File: src/rtl/ex_stage.sv
// Execute stage: captures operands with forwarding, runs single-cycle ALU ops or an
// iterative shift-add multiply, and holds a registered write-back request for downstream.
module ex_stage #(
  parameter int N = 8,
  parameter int M = 2
) (
  input  logic         clk,
  input  logic         rst,
  input  logic         in_valid,
  output logic         in_ready,
  input  logic [2:0]   op,
  input  logic [M-1:0] rs,
  input  logic [M-1:0] rt,
  input  logic [M-1:0] rd,
  input  logic         wr,
  input  logic [N-1:0] d1,
  input  logic [N-1:0] d2,
  input  logic [N-1:0] imm,
  input  logic         use_imm,
  input  logic         wb_we,
  input  logic [M-1:0] wb_wa,
  input  logic [N-1:0] wb_wd,
  output logic         out_valid,
  input  logic         out_ready,
  output logic [M-1:0] out_wa,
  output logic [N-1:0] out_wd,
  output logic         out_we
);

  localparam int CW = $clog2(N + 1);

  typedef enum logic [1:0] {IDLE, BUSY, HOLD} state_t;

  localparam logic [2:0] OP_ADD = 3'b000;
  localparam logic [2:0] OP_SUB = 3'b001;
  localparam logic [2:0] OP_AND = 3'b010;
  localparam logic [2:0] OP_OR  = 3'b011;
  localparam logic [2:0] OP_SLT = 3'b100;
  localparam logic [2:0] OP_XOR = 3'b101;
  localparam logic [2:0] OP_MUL = 3'b110;
  localparam logic [2:0] OP_SLL = 3'b111;

  state_t         state_q, state_d;
  logic [M-1:0]   out_wa_q, out_wa_d;
  logic [N-1:0]   out_wd_q, out_wd_d;
  logic           out_we_q, out_we_d;
  logic [N-1:0]   mcand_q, mcand_d;
  logic [N-1:0]   mplier_q, mplier_d;
  logic [N-1:0]   acc_q, acc_d;
  logic [CW-1:0]  cnt_q, cnt_d;
  logic [M-1:0]   mul_rd_q, mul_rd_d;
  logic           mul_wr_q, mul_wr_d;

  logic           accept;
  logic           held_fwd;
  logic [N-1:0]   op_a, op_b, fwd_b, alu_res;

  assign out_valid = (state_q == HOLD);
  assign out_wa    = out_wa_q;
  assign out_wd    = out_wd_q;
  assign out_we    = out_we_q;
  assign in_ready  = (state_q == IDLE) || ((state_q == HOLD) && out_ready);
  assign accept    = in_valid && in_ready;
  assign held_fwd  = out_valid && out_we_q;

  // The held result wins over the write-back port even while it is being consumed.
  always_comb begin
    op_a = d1;
    if (held_fwd && (out_wa_q == rs))
      op_a = out_wd_q;
    else if (wb_we && (wb_wa == rs))
      op_a = wb_wd;

    fwd_b = d2;
    if (held_fwd && (out_wa_q == rt))
      fwd_b = out_wd_q;
    else if (wb_we && (wb_wa == rt))
      fwd_b = wb_wd;
    op_b = use_imm ? imm : fwd_b;
  end

  always_comb begin
    alu_res = '0;
    case (op)
      OP_ADD:  alu_res = op_a + op_b;
      OP_SUB:  alu_res = op_a - op_b;
      OP_AND:  alu_res = op_a & op_b;
      OP_OR:   alu_res = op_a | op_b;
      OP_SLT:  alu_res = ($signed(op_a) < $signed(op_b)) ? N'(1) : '0;
      OP_XOR:  alu_res = op_a ^ op_b;
      OP_SLL:  alu_res = op_a << op_b[2:0];
      default: alu_res = '0;
    endcase
  end

  always_comb begin
    state_d  = state_q;
    out_wa_d = out_wa_q;
    out_wd_d = out_wd_q;
    out_we_d = out_we_q;
    mcand_d  = mcand_q;
    mplier_d = mplier_q;
    acc_d    = acc_q;
    cnt_d    = cnt_q;
    mul_rd_d = mul_rd_q;
    mul_wr_d = mul_wr_q;

    case (state_q)
      IDLE, HOLD: begin
        if (accept) begin
          if (op == OP_MUL) begin
            mcand_d  = op_a;
            mplier_d = op_b;
            acc_d    = '0;
            cnt_d    = '0;
            mul_rd_d = rd;
            mul_wr_d = wr;
            state_d  = BUSY;
          end else begin
            out_wd_d = alu_res;
            out_wa_d = rd;
            out_we_d = wr;
            state_d  = HOLD;
          end
        end else if ((state_q == HOLD) && out_ready) begin
          state_d = IDLE;
        end
      end
      BUSY: begin
        // N shift-add iterations, then one more cycle to publish the product.
        if (cnt_q == CW'(N)) begin
          out_wd_d = acc_q;
          out_wa_d = mul_rd_q;
          out_we_d = mul_wr_q;
          state_d  = HOLD;
        end else begin
          if (mplier_q[0])
            acc_d = acc_q + mcand_q;
          mcand_d  = mcand_q << 1;
          mplier_d = mplier_q >> 1;
          cnt_d    = cnt_q + CW'(1);
        end
      end
      default: state_d = IDLE;
    endcase
  end

  always_ff @(posedge clk or posedge rst) begin
    if (rst) begin
      state_q  <= IDLE;
      out_wa_q <= '0;
      out_wd_q <= '0;
      out_we_q <= 1'b0;
      mcand_q  <= '0;
      mplier_q <= '0;
      acc_q    <= '0;
      cnt_q    <= '0;
      mul_rd_q <= '0;
      mul_wr_q <= 1'b0;
    end else begin
      state_q  <= state_d;
      out_wa_q <= out_wa_d;
      out_wd_q <= out_wd_d;
      out_we_q <= out_we_d;
      mcand_q  <= mcand_d;
      mplier_q <= mplier_d;
      acc_q    <= acc_d;
      cnt_q    <= cnt_d;
      mul_rd_q <= mul_rd_d;
      mul_wr_q <= mul_wr_d;
    end
  end

endmodule

File: config.mk
export PLATFORM = sky130hd
export DESIGN_NAME = ex_stage
export DESIGN_NICKNAME = d
export VERILOG_FILES = /design/src/rtl/ex_stage.sv
export SDC_FILE = /design/constraint.sdc
export NUM_CORES = 1
export LEC_CHECK = 0
export CORE_ASPECT_RATIO = 0.9
export CORE_MARGIN = 2
export CORE_UTILIZATION = 50
export CTS_CLUSTER_SIZE = 12
export DETAILED_ROUTE_END_ITERATION = 6
export PLACE_DENSITY = 0.78
export REMOVE_ABC_BUFFERS = 1
export SYNTH_ARGS = -nofsm -noshare
export SYNTH_HDL_FRONTEND = slang
export SYNTH_SLANG_ARGS = --single-unit
export TNS_END_PERCENT = 1
File: constraint.sdc
create_clock -name clk -period 3.59 [get_ports clk]
set_input_delay 0.718 -clock clk [delete_from_list [all_inputs] [get_ports clk]]
set_output_delay 0.718 -clock clk [all_outputs]
set_load 0.01 [all_outputs]
==> results of run 1 <==
==> registers in the layout, indices dropped and copies added (netlist names) <==
name      cells
acc_q         8
mcand_q       8
mplier_q      8
out_wd        8
cnt_q         4
mul_rd_q      2
out_wa        2
state_q       2
mul_wr_q      1
out_we        1
==> path summary, 6_finish.rpt <==
kind                                      endpoint               startpoint  slack [ns]
setup / recovery             out_wd[5]$_DFFE_PP0P_                    rt[1]        0.04
hold reg to reg            mul_rd_q[0]$_DFFE_PP0P_  mul_rd_q[0]$_DFFE_PP0P_        0.49
max in group asynchronous    out_wa[0]$_DFFE_PP0P_                      rst        2.03
min in group asynchronous   mcand_q[1]$_DFFE_PP0P_                      rst        0.81
setup reg to reg             out_wd[5]$_DFFE_PP0P_    out_wa[0]$_DFFE_PP0P_        0.07
hold / removal             mul_rd_q[0]$_DFFE_PP0P_  mul_rd_q[0]$_DFFE_PP0P_        0.49
==> stage by stage <==
stage	util	std cells	setup TNS, ns	hold slack (ns)	power, mW
after CTS	0.697	742	0	0.490	2.85
final	0.708	749	0	0.494	2.94
after detailed placement	0.669	729	-3.97	0.469	2.40
after global placement	0.669	729	-3.41	0.459	2.33
after global routing	0.708	749	-0.233	0.512	3.14
after floorplan	-	484	-1.15	0.446	1.73
==> worst register-to-register path: cells and delay by family (launching register included) <==
kind                       cells  cell delay, ns
xor gates and xnor gates       2            0.35
AOI/OAI and AO/OA              5            0.95
DFF                            1            0.49
buffers and inverters          2            0.29
and+or+nand+nor                4            1.07
adders and majority gates      1            0.26
==> cell families (layout without fill, tap and decap cells) <==
group | after synthesis | count (layout) | share of synthesized area
AO/OA/AOI/OAI | 173 | 173 | 0.269
flip-flops | 44 | 44 | 0.265
adder cells (fa/ha/maj) | 38 | 38 | 0.120
AND/OR/NAND/NOR | 150 | 150 | 0.174
XOR/XNOR | 20 | 20 | 0.0421
buffers and inverters | 60 | 199 | 0.0620
multiplexers | 26 | 26 | 0.0683
==> final cells by class <==
| cell class | instances | area (um2) |
|---|---|---|
| clock inverters | 3 | 46.3 |
| inverters | 33 | 124 |
| fillers | 605 | 2350 |
| multi-input cells | 407 | 2920 |
| clock buffers | 5 | 68.8 |
| well taps | 99 | 124 |
| repair buffers | 158 | 1320 |
| flip-flops and latches | 44 | 1100 |
==> timing repair <==
item                                    CTS  global route
hold buffers                              0             0
setup buffers                             5             7
gates resized for setup                  34            26
pin swaps                                10            22
endpoints found under the setup margin    6             5
==> placed cells by master, fill, tap and decap left out, types with 4 or more instances in the layout <==
| cell | synthesis | routed |
|---|---|---|
| o21ai_0 | 42 | 37 |
| xnor2_2 | 0 | 4 |
| o21bai_1 | 7 | 7 |
| a31oi_1 | 12 | 12 |
| o21ai_1 | 4 | 6 |
| mux2i_1 | 19 | 19 |
| o22ai_1 | 15 | 15 |
| clkdlybuf4s50_1 | 0 | 54 |
| inv_1 | 31 | 27 |
| nand2_1 | 60 | 60 |
| mux2_2 | 4 | 4 |
| dfrtp_1 | 44 | 42 |
| buf_4 | 3 | 93 |
| xor2_2 | 0 | 5 |
| buf_2 | 5 | 4 |
| nand4_1 | 5 | 5 |
| clkbuf_8 | 0 | 5 |
| ha_1 | 35 | 34 |
| xnor2_1 | 10 | 6 |
| xor2_1 | 10 | 5 |
| a211oi_1 | 10 | 10 |
| a21o_1 | 4 | 4 |
| inv_2 | 1 | 4 |
| nor3_1 | 9 | 7 |
| o21ai_2 | 1 | 4 |
| nor2b_1 | 5 | 4 |
| nand2b_1 | 7 | 7 |
| nor2_1 | 37 | 37 |
| nand3_1 | 7 | 7 |
| a21oi_1 | 46 | 43 |
==> routing by layer <==
metal | part of all wire | GRT usage
met4 | 0.033 | 0.0845
met5 | 0 | 0
met3 | 0.091 | 0.0712
met2 | 0.45 | 0.501
met1 | 0.42 | 0.425
==> Yosys cell counts (3+ instances only) <==
library cell / n
clkbuf_1: 17
fa_1: 3
ha_1: 35
buf_4: 3
buf_2: 5
o22ai_1: 15
o21ai_0: 42
nand3_1: 7
o21ai_1: 4
xnor2_1: 10
nor3_1: 9
dfrtp_1: 44
nor2b_1: 5
a31oi_1: 12
xor2_1: 10
a21o_1: 4
a221oi_1: 3
inv_1: 31
a21oi_1: 46
nand2_1: 60
mux2_2: 4
nand3b_1: 3
nand2b_1: 7
mux2i_1: 19
nand4_1: 5
a211oi_1: 10
o21bai_1: 7
nor2_1: 37
==> where the power goes <==
group	leakage (nW)	internal, mW	switching (mW)	total [mW]
registers	0.540	0.681	0.223	0.904
logic	2.05	0.809	0.818	1.63
clock network	0.0548	0.210	0.201	0.411
==> results.txt, run 1 <==
----------------------------------------------------
[Synthesis]
  Count of mapped cells out of synthesis ... 511
  Commonest register cell after synthesis ... dfrtp_1
  Top area cells in the synthesized netlist ... dfrtp_1, ha_1, a21oi_1
  Count of flip-flops with a built-in enable after synthesis ... 0
  Post-synthesis instance area ... 4160 um2
  Biggest area consumer among synthesized cells ... dfrtp_1
  Post-synthesis sequential area ratio ... 0.265
  Share of the synthesized area in the top cell type ... 0.265
  Fraction of registers with async set or reset after synthesis ... 1.00
  Count of different cell masters after synthesis ... 69
  Ys Warns ... 0
  Synthesized area per cell ... 8.13 um2
  Number of synthesized register bits ... 44

[Clock network]
  Maximum root-to-sink buffer count ... 2
  CTS H-Tree Depth ... 2
  Reg clk slew, reported paths ... 0.10 ns
  Clock insertion delay at the later pin of the skew report ... 0.31 ns
  Number of sinks driven by the clock tree ... 44
  TritonCTS clock tree ... done
  Number of buffers created by CTS ... 5
  Library cell used as clock root buffer ... clkbuf_8

[Place]
  Pre-CTS WS ... -0.802 ns
  Area post-placement ... 5400 um2
  Port Buffer Count ... 62
  Half-perimeter wire length of the detailed placement result ... 10700 um
  Final RePlAce weighted congestion ... 0.996

[Min path]
  Number of stages on the worst hold path ... 2
  Class of the tightest hold or removal check ... register to register

[Floorplanning]
  Total core area ... 8070 um2
  Vertical die dimension ... 90.5 um
  Initial standard-cell utilization of the core ... 0.515
  Number of cell rows ... 31
  Top Ports ... 63
  Width of the die ... 100 um
  Die footprint ... 9060 um2

[Flow run]
  Max-Cap Viols ... 0

[STA]
  Endpoints failing setup ... 0
  Max Transition Viols Final ... 0
  Tightest Pin Transition ... 0.968 ns
  Unrepaired setup endpoints after global routing ... true
  Post-route setup slack ... 0.0439 ns
  Minimum period implied by the final worst setup slack ... 3.55 ns
  Final hold violation count ... 0
  Worst slew slack as a fraction of its limit ... 0.351
  Max Freq ... 0.282 GHz
  Clk_skew ... 0.0123 ns
  Share of the cycle needed by the critical path after routing ... 0.988

[Critical path]
  CP cell instances ... buf_2, xor2_2, or3_4, or3_4, o221ai_4, buf_6, ha_1, nand2b_1, a21oi_2, nor2_1, o31a_1, buf_4, xor2_1, a211oi_1, a31oi_1
  Dominant delay contributor by cell family on the critical path ... simple AND/OR/NAND/NOR gates
  Master of the slowest instance on the critical path ... or3_4
  Number of cells on the critical path ... 15
  Kind of start point of the critical path ... primary input
  Endpoint kind of the worst setup timing path ... register
  Max FO, Critical Path ... 4
  Crit path DAT ... 3.74 ns
  Endpoint required time on the critical path ... 3.79 ns
  Worst-case reg-to-reg path depth ... 14
  Slowest cell delay on critical path ... 0.43 ns
  Most frequent CP cell ... or3_4
  Number of buffers and inverters on the critical path ... 3
  Classification of the worst setup path ... primary input to register

[Drt]
  Final routed wirelength across all metal layers ... 14500 um
  Detailed-route DRC error count ... 0
  Routed wirelength normalized by instance count ... 19.4 um
  DRT iter0 DRCs ... 506
  Total number of vias ... 4525
  Number of iterations in the first detailed-routing pass ... 6
  Remaining antenna violation count ... 0
  Mean number of vias per cell ... 6.04

[Power and ir drop]
  Peak VDD IR ... 0.451 mV
  Power per cell area ... 515 nW/um2
  Total leakage power ... 2.64 nW

[Status]
  Run status ... complete, no violations

[Global routing]
  Wire length of the first global-routing pass ... 22500 um
  Via count of the first global-routing pass ... 4479
  Antenna violations before repair ... 0
  Overall global routing resource usage ... 0.312
  Maximum number of pins on one net before global-route repair ... 26
  Global route overflow ... 0

[Layout]
  Total non-filler cell area in the finished layout ... 5710 um2
  Antenna diodes ... 0
  Fraction of final layout cells with drive strength greater than 1 ... 0.245
  Number of nets in the finished design ... 737
  Area growth, synth to finish ... 37.5%

----------------------------------------------------
No activity file was read; power rests on OpenSTA's default activity.
==> run 2, diff against run 1 <==
--- a/config.mk
+++ b/config.mk
@@ -5,12 +5,13 @@
 export SDC_FILE = /design/constraint.sdc
 export NUM_CORES = 1
 export LEC_CHECK = 0
+export ABC_AREA = 0
 export CORE_ASPECT_RATIO = 0.9
 export CORE_MARGIN = 2
 export CORE_UTILIZATION = 50
 export CTS_CLUSTER_SIZE = 12
 export DETAILED_ROUTE_END_ITERATION = 6
-export PLACE_DENSITY = 0.78
+export PLACE_DENSITY = 0.75
 export REMOVE_ABC_BUFFERS = 1
 export SYNTH_ARGS = -nofsm -noshare
 export SYNTH_HDL_FRONTEND = slang
==> constraint.sdc (replaced) <==
create_clock -name clk -period 3.9 [get_ports clk]
set_input_delay 0.78 -clock clk [delete_from_list [all_inputs] [get_ports clk]]
set_output_delay 0.78 -clock clk [all_outputs]
set_load 0.01 [all_outputs]
==> run 2 against run 1 <==
  * Wire length fell by 2.7%
  * Core utilization decreased by 2.1 points
  * Highest routed layer unchanged
  * Final cell count down 2.1%
  * Non-clock buffer count shrank 16
  * Critical path type unchanged
  * Combinational power shrank 13%
  * Flip-flop and latch count stayed put
  * Register-to-register slack better by 0.32 ns
  * Cell area is 3.0% lower
  * Worst hold slack gained 0.0059 ns
  * Critical path depth is 3 higher
  * Die area is the same
==> results.txt, run 2 (same netlist as run 1, synthesis figures left out) <==
----------------------------------------------------
[Status]
  Run status ... complete, no violations

[STA]
  Worst slew slack as a fraction of its limit ... 0.526 (+0.176)
  Max Freq ... 0.265 GHz
  Final hold violation count ... 0 (unchanged)
  Minimum period implied by the final worst setup slack ... 3.77 ns
  Clk_skew ... 0.0135 ns (+0.00119 ns)
  Endpoints failing setup ... 0 (unchanged)
  Final-layout setup total negative slack ... 0 ns (unchanged)
  Share of the cycle needed by the critical path after routing ... 0.967
  Max Transition Viols Final ... 0 (unchanged)
  Unrepaired setup endpoints after global routing ... true
  Post-route setup slack ... 0.129 ns (+0.0851 ns)
  Tightest Pin Transition ... 0.703 ns (-0.265 ns)

[Floorplanning]
  Die footprint ... 9060 um2 (unchanged)
  Width of the die ... 100 um (unchanged)
  Number of cell rows ... 31 (unchanged)
  Initial standard-cell utilization of the core ... 0.515 (unchanged)
  Vertical die dimension ... 90.5 um (unchanged)
  Total core area ... 8070 um2 (unchanged)
  Top Ports ... 63 (unchanged)

[Min path]
  Class of the tightest hold or removal check ... register to register
  Hold wc startpoint ... cnt_q[3]$_DFFE_PP0P_

[Global routing]
  Wire length of the first global-routing pass ... 22400 um (-0.49%)
  Maximum number of pins on one net before global-route repair ... 31 (+19%)
  Antenna violations before repair ... 0 (unchanged)
  Overall global routing resource usage ... 0.311 (-0.00112)
  Via count of the first global-routing pass ... 4377 (-2.3%)
  Global route overflow ... 0 (unchanged)

[Clock network]
  TritonCTS clock tree ... done
  Library cell used as clock root buffer ... clkbuf_8
  Hold-fix buffers, CTS ... 0 (unchanged)
  Maximum root-to-sink buffer count ... 2 (unchanged)
  CTS H-Tree Depth ... 2 (unchanged)
  Reg clk slew, reported paths ... 0.10 ns (about the same)
  Clock insertion delay at the later pin of the skew report ... 0.31 ns (about the same)
  Number of sinks driven by the clock tree ... 44 (unchanged)
  Number of buffers created by CTS ... 5 (unchanged)

[Drt]
  Number of iterations in the first detailed-routing pass ... 6 (unchanged)
  Total number of vias ... 4420 (-2.3%)
  DRT iter0 DRCs ... 492 (-2.8%)
  Remaining antenna violation count ... 0 (unchanged)
  Routed wirelength normalized by instance count ... 19.2 um (-0.59%)
  Mean number of vias per cell ... 6.03 (-0.19%)
  Detailed-route DRC error count ... 0 (unchanged)
  Final routed wirelength across all metal layers ... 14100 um (-2.7%)

[Critical path]
  Reg-to-reg endpoint ... out_wd[6]$_DFFE_PP0P_
  Worst-case reg-to-reg path depth ... 17 (+3)
  Master of the slowest instance on the critical path ... fa_1
  End of the critical path ... out_wd[6]$_DFFE_PP0P_
  Endpoint required time on the critical path ... 4.11 ns (+0.32 ns)
  Classification of the worst setup path ... primary input to register
  FF-to-FF setup slack ... 0.39 ns (+0.32 ns)
  CP cell instances ... dlygate4sd2_1, xnor2_2, nand3_2, mux2i_1, o21ai_1, buf_4, buf_4, buf_4, ha_1, inv_1, fa_1, o21bai_2, a21oi_2, nor2_1, o21bai_1, and4_1, o41a_1, a31o_1
  Worst reg2reg startpoint ... state_q[1]$_DFFE_PP0P_
  Kind of start point of the critical path ... primary input
  Most frequent CP cell ... buf_4
  Slowest cell delay on critical path ... 0.43 ns (about the same)
  Endpoint kind of the worst setup timing path ... register
  Crit path DAT ... 3.98 ns (+0.24 ns)
  Critical path launch point ... wb_wa[1]
  Max FO, Critical Path ... 3 (-1)

[Flow run]
  Max-Cap Viols ... 0 (unchanged)

[Power and ir drop]
  Peak VDD IR ... 0.444 mV (-1.5%)
  Total leakage power ... 2.56 nW (-3.1%)
  Power per cell area ... 476 nW/um2 (-7.5%)
  Total power after layout ... 2.64 mW (-10%)

[Layout]
  Antenna diodes ... 0 (unchanged)
  Area growth, synth to finish ... 33.4%
  Most frequent standard cell in the layout excluding fill and tap cells ... buf_4
  Commonest non-fill, non-tap cells in the layout ... buf_4, nand2_1, clkdlybuf4s50_1
  Fraction of final layout cells with drive strength greater than 1 ... 0.194 (-0.0506)
  Number of nets in the finished design ... 721 (-2.2%)

[Place]
  Final RePlAce weighted congestion ... 0.955 (-4.1%)
  Pre-CTS WS ... -0.617 ns (+0.186 ns)
  Port Buffer Count ... 62 (unchanged)
  Half-perimeter wire length of the detailed placement result ... 10800 um (+0.27%)

----------------------------------------------------
## run 2: layer usage
layer / GRT usage / part of all wire / wire [um] / vias to the layer above
met5: 0 / 0 / 0 / -
met4: 0.0651 / 0.012 / 170 / 0
met3: 0.0402 / 0.086 / 1210 / 20
met2: 0.520 / 0.48 / 6710 / 219
met1: 0.432 / 0.43 / 6010 / 2102
li1: - / - / - / 2079
## run 2: power breakdown
group	switching (mW)	internal, mW
clock network	0.182	0.210
registers	0.200	0.626
logic	0.719	0.704
## run 2: stage by stage
step,hold slack [ns],instances,util,instance area [um2]
2_1_floorplan,0.446,484,-,4020
3_3_place_gp,0.458,720,0.661,5330
3_5_place_dp,0.481,720,0.661,5330
4_1_cts,0.504,730,0.681,5490
5_1_grt,0.535,733,0.687,5540
6_report,0.500,733,0.687,5540
## run 2: what timing repair did
| action | 4_1_cts | 5_1_grt |
|---|---|---|
| resized for setup | 15 | 9 |
| setup buffers | 2 | 3 |
| pin swaps | 5 | 4 |
| endpoints found under the setup margin | 4 | 4 |
## run 2: area by class of cell
cell class                      count  area (um2)
Tap cell                           99         124
Multi-Input combinational cell    407        2860
Inverter                           33         124
Clock inverter                      2        38.8
Timing Repair Buffer              142        1220
Clock buffer                        6        82.6
Sequential cell                    44        1100
Fill cell                         668        2520
## run 2: worst min path at each step
stage	endpoint	slack, ns	depth (start not counted)
final	cnt_q[3]$_DFFE_PP0P_	0.50	1
after global routing	cnt_q[3]$_DFFE_PP0P_	0.53	1
after floorplan	mul_rd_q[0]$_DFFE_PP0P_	0.45	2
after CTS	mul_rd_q[1]$_DFFE_PP0P_	0.50	2
after global placement	mul_wr_q$_DFFE_PP0P_	0.46	2
after detailed placement	mul_rd_q[1]$_DFFE_PP0P_	0.48	2
## run 2: critical path, delay by kind of cell
family | cells | cell delay [ns]
xor gates and xnor gates | 1 | 0.24
AOI/OAI and AO/OA | 6 | 1.05
adders and majority gates | 2 | 0.61
buffers and inverters | 5 | 0.72
and+or+nand+nor | 3 | 0.43
muxes | 1 | 0.14
==> run 3, diff against run 2 <==
--- a/config.mk
+++ b/config.mk
@@ -6,6 +6,7 @@
 export NUM_CORES = 1
 export LEC_CHECK = 0
 export ABC_AREA = 0
+export CAP_MARGIN = 10
 export CORE_ASPECT_RATIO = 0.9
 export CORE_MARGIN = 2
 export CORE_UTILIZATION = 50
==> results of run 3 <==
No change in the layout: final DEF, timing and power equal those of run 2.
==> RTL edit (flow settings as in run 1) <==
Reset style: synchronous (`rst`), changed in one clocked block.
--- a/src/rtl/ex_stage.sv
+++ b/src/rtl/ex_stage.sv
@@ -145,7 +145,7 @@
     endcase
   end
 
-  always_ff @(posedge clk or posedge rst) begin
+  always_ff @(posedge clk) begin
     if (rst) begin
       state_q  <= IDLE;
       out_wa_q <= '0;
Formal check against the unedited RTL: differs if rst is asserted again (counterexample within 4 cycles, from zero or initial values and one cycle with rst high); with rst held inactive, the same outputs for 10 cycles.
==> RTL edit against run 1 <==
- area after synthesis is 1.7% lower
- routed wire length down 1.6%
- cell area is 1.4% lower
- sequential cell count unchanged
- critical path type unchanged
- maximum frequency is 0.58% higher
- count of clock-buffer cells in the layout unchanged
- register-to-register slack better by 0.10 ns
- setup slack better by 0.020 ns
- global-route usage fell by 0.57 points
Power is not compared: it rests on default switching activity, and its combinational part moved more than twofold at a synthesized area within 25%.
==> RTL edit: results <==
status:
  status: "finished clean"
grt:
  grt_max_degree: 32
  grt_pass1_vias: 4397
  grt_pass1_wl_um: 22380
  grt_use_total: 0.3066
  met1_usage: 0.4157
  gr-usage-met3: 0.05521
  use_met2: 0.4994
yosys:
  yosysSeqAreaShare: 0.2156
  synth.distinct_cells: 65
  ys_top_cells_by_count: "67 x nor2_1, 48 x nand2_1, 44 x dfxtp_1, 42 x a21oi_1, 35 x ha_1"
  synth_ff_type: "dfxtp_1"
  syn_area_per_cell_um2: 7.650
  async_flop_share: 0
  yosys-top-cells-area: "dfxtp_1 22%, ha_1 11%, nor2_1 6.2%"
detailed_routing:
  wl_per_cell_um: 18.69
  dr_total_vias: 4639
  initialDrtViolationCount: 339
  first_pass_iters: 5
worst_setup_path:
  rr_worst_depth: 16
  timing.rr.end: "out_wd[5]$_SDFFE_PP0P_"
  slowest_delay_ns: 0.35
  r2r_start: "out_wa[1]$_SDFFE_PP0P_"
  rrSetupSlack_ns: 0.17
  worstPathMaxFanout: 6
  critPathSlowestCell: "a221o_1"
sta:
  tightest_slew_ns: 0.8696
  whs_ns: 0.4603
  clock_skew_ns: 0.009452
  setup_slack_ns: 0.06437
hold_path:
  hold_path_end: "mul_wr_q$_SDFFE_PP0P_"
  hold-path-cell-count: 2
  min_from: "mul_wr_q$_SDFFE_PP0P_"
clock_network:
  cts_max_path_buffers: 2
  htree_levels: 2
placement:
  place_ws_ns: -0.6710
  gp_congestion: 0.9645
  dp_hpwl_um: 10860
finish:
  layout.nets: 751
  drive_gt1_frac: 0.2199
  nFillCells: 638
[RTL edit: cell count changes in the layout (fill, tap and decap cells not counted), moves of 7 or more]
cell     before  now
dfxtp_1       0   44
dfrtp_1      42    0
nor2_1       37   67
o21ai_0      37   23
nand2_1      60   48
nor3_1        7   18
o22ai_1      15    5
a22oi_1       1    8
a31oi_1      12    5
[RTL edit: timing repair]
action | 4_1_cts | 5_1_grt
buffers inserted | 0 | 5
endpoints found under the setup margin | 8 | 8
pin swaps | 4 | 19
gates resized for setup | 18 | 35
[RTL edit: stage by stage]
stage | power, uW | cell area [um^2]
3_5_place_dp | 1247 | 5316
3_3_place_gp | 1229 | 5316
4_1_cts | 1653 | 5469
6_report | 1704 | 5634
5_1_grt | 1788 | 5634
2_1_floorplan | 895.8 | 3929
[RTL edit: worst max path at each step]
stage              from                      to  cells after the start
4_1_cts           wb_we  out_wd[5]$_SDFFE_PP0P_                     16
3_5_place_dp   wb_wa[1]  out_wd[5]$_SDFFE_PP0P_                     17
3_3_place_gp      rt[1]  out_wd[5]$_SDFFE_PP0P_                     15
5_1_grt           rt[0]  out_wd[6]$_SDFFE_PP0P_                     17
6_report          rt[0]  out_wd[5]$_SDFFE_PP0P_                     15
2_1_floorplan     rs[1]  out_wd[6]$_SDFFE_PP0P_                     15
[RTL edit: critical path: cells and delay by family]
kind	cells	cell delay, ns
XOR/XNOR	2	0.36
AO/OA/AOI/OAI	6	1.40
adder cells (fa/ha/maj)	1	0.35
AND/OR/NAND/NOR	3	0.41
buffers and inverters	3	0.50
[RTL edit: area by class of cell]
cell class / count / area share
multi-input combinational: 429 / 0.5485
clock buffer: 5 / 0.01221
tap: 99 / 0.02199
clock inverter: 3 / 0.008217
inverter: 32 / 0.02132
timing repair buffer: 151 / 0.2314
sequential: 44 / 0.1563
[RTL edit: cells by family after synthesis]
group,synth area share
flops,0.2156
compound gates,0.2527
simple gates,0.2199
buf+inv,0.06769
xor+xnor,0.05145
mux,0.07075
fa+ha+maj,0.1219
[RTL edit: power breakdown]
| group | switching, uW | internal, uW |
|---|---|---|
| logic | 385 | 375 |
| clock network | 193 | 210 |
| registers | 30.5 | 511 |
| total | 609 | 1100 |
[RTL edit: routing by layer]
metal,vias up,part of all wire
met5,-,0
met4,0,0.020
met3,27,0.099
met2,255,0.47
met1,2164,0.41
li1,2193,-
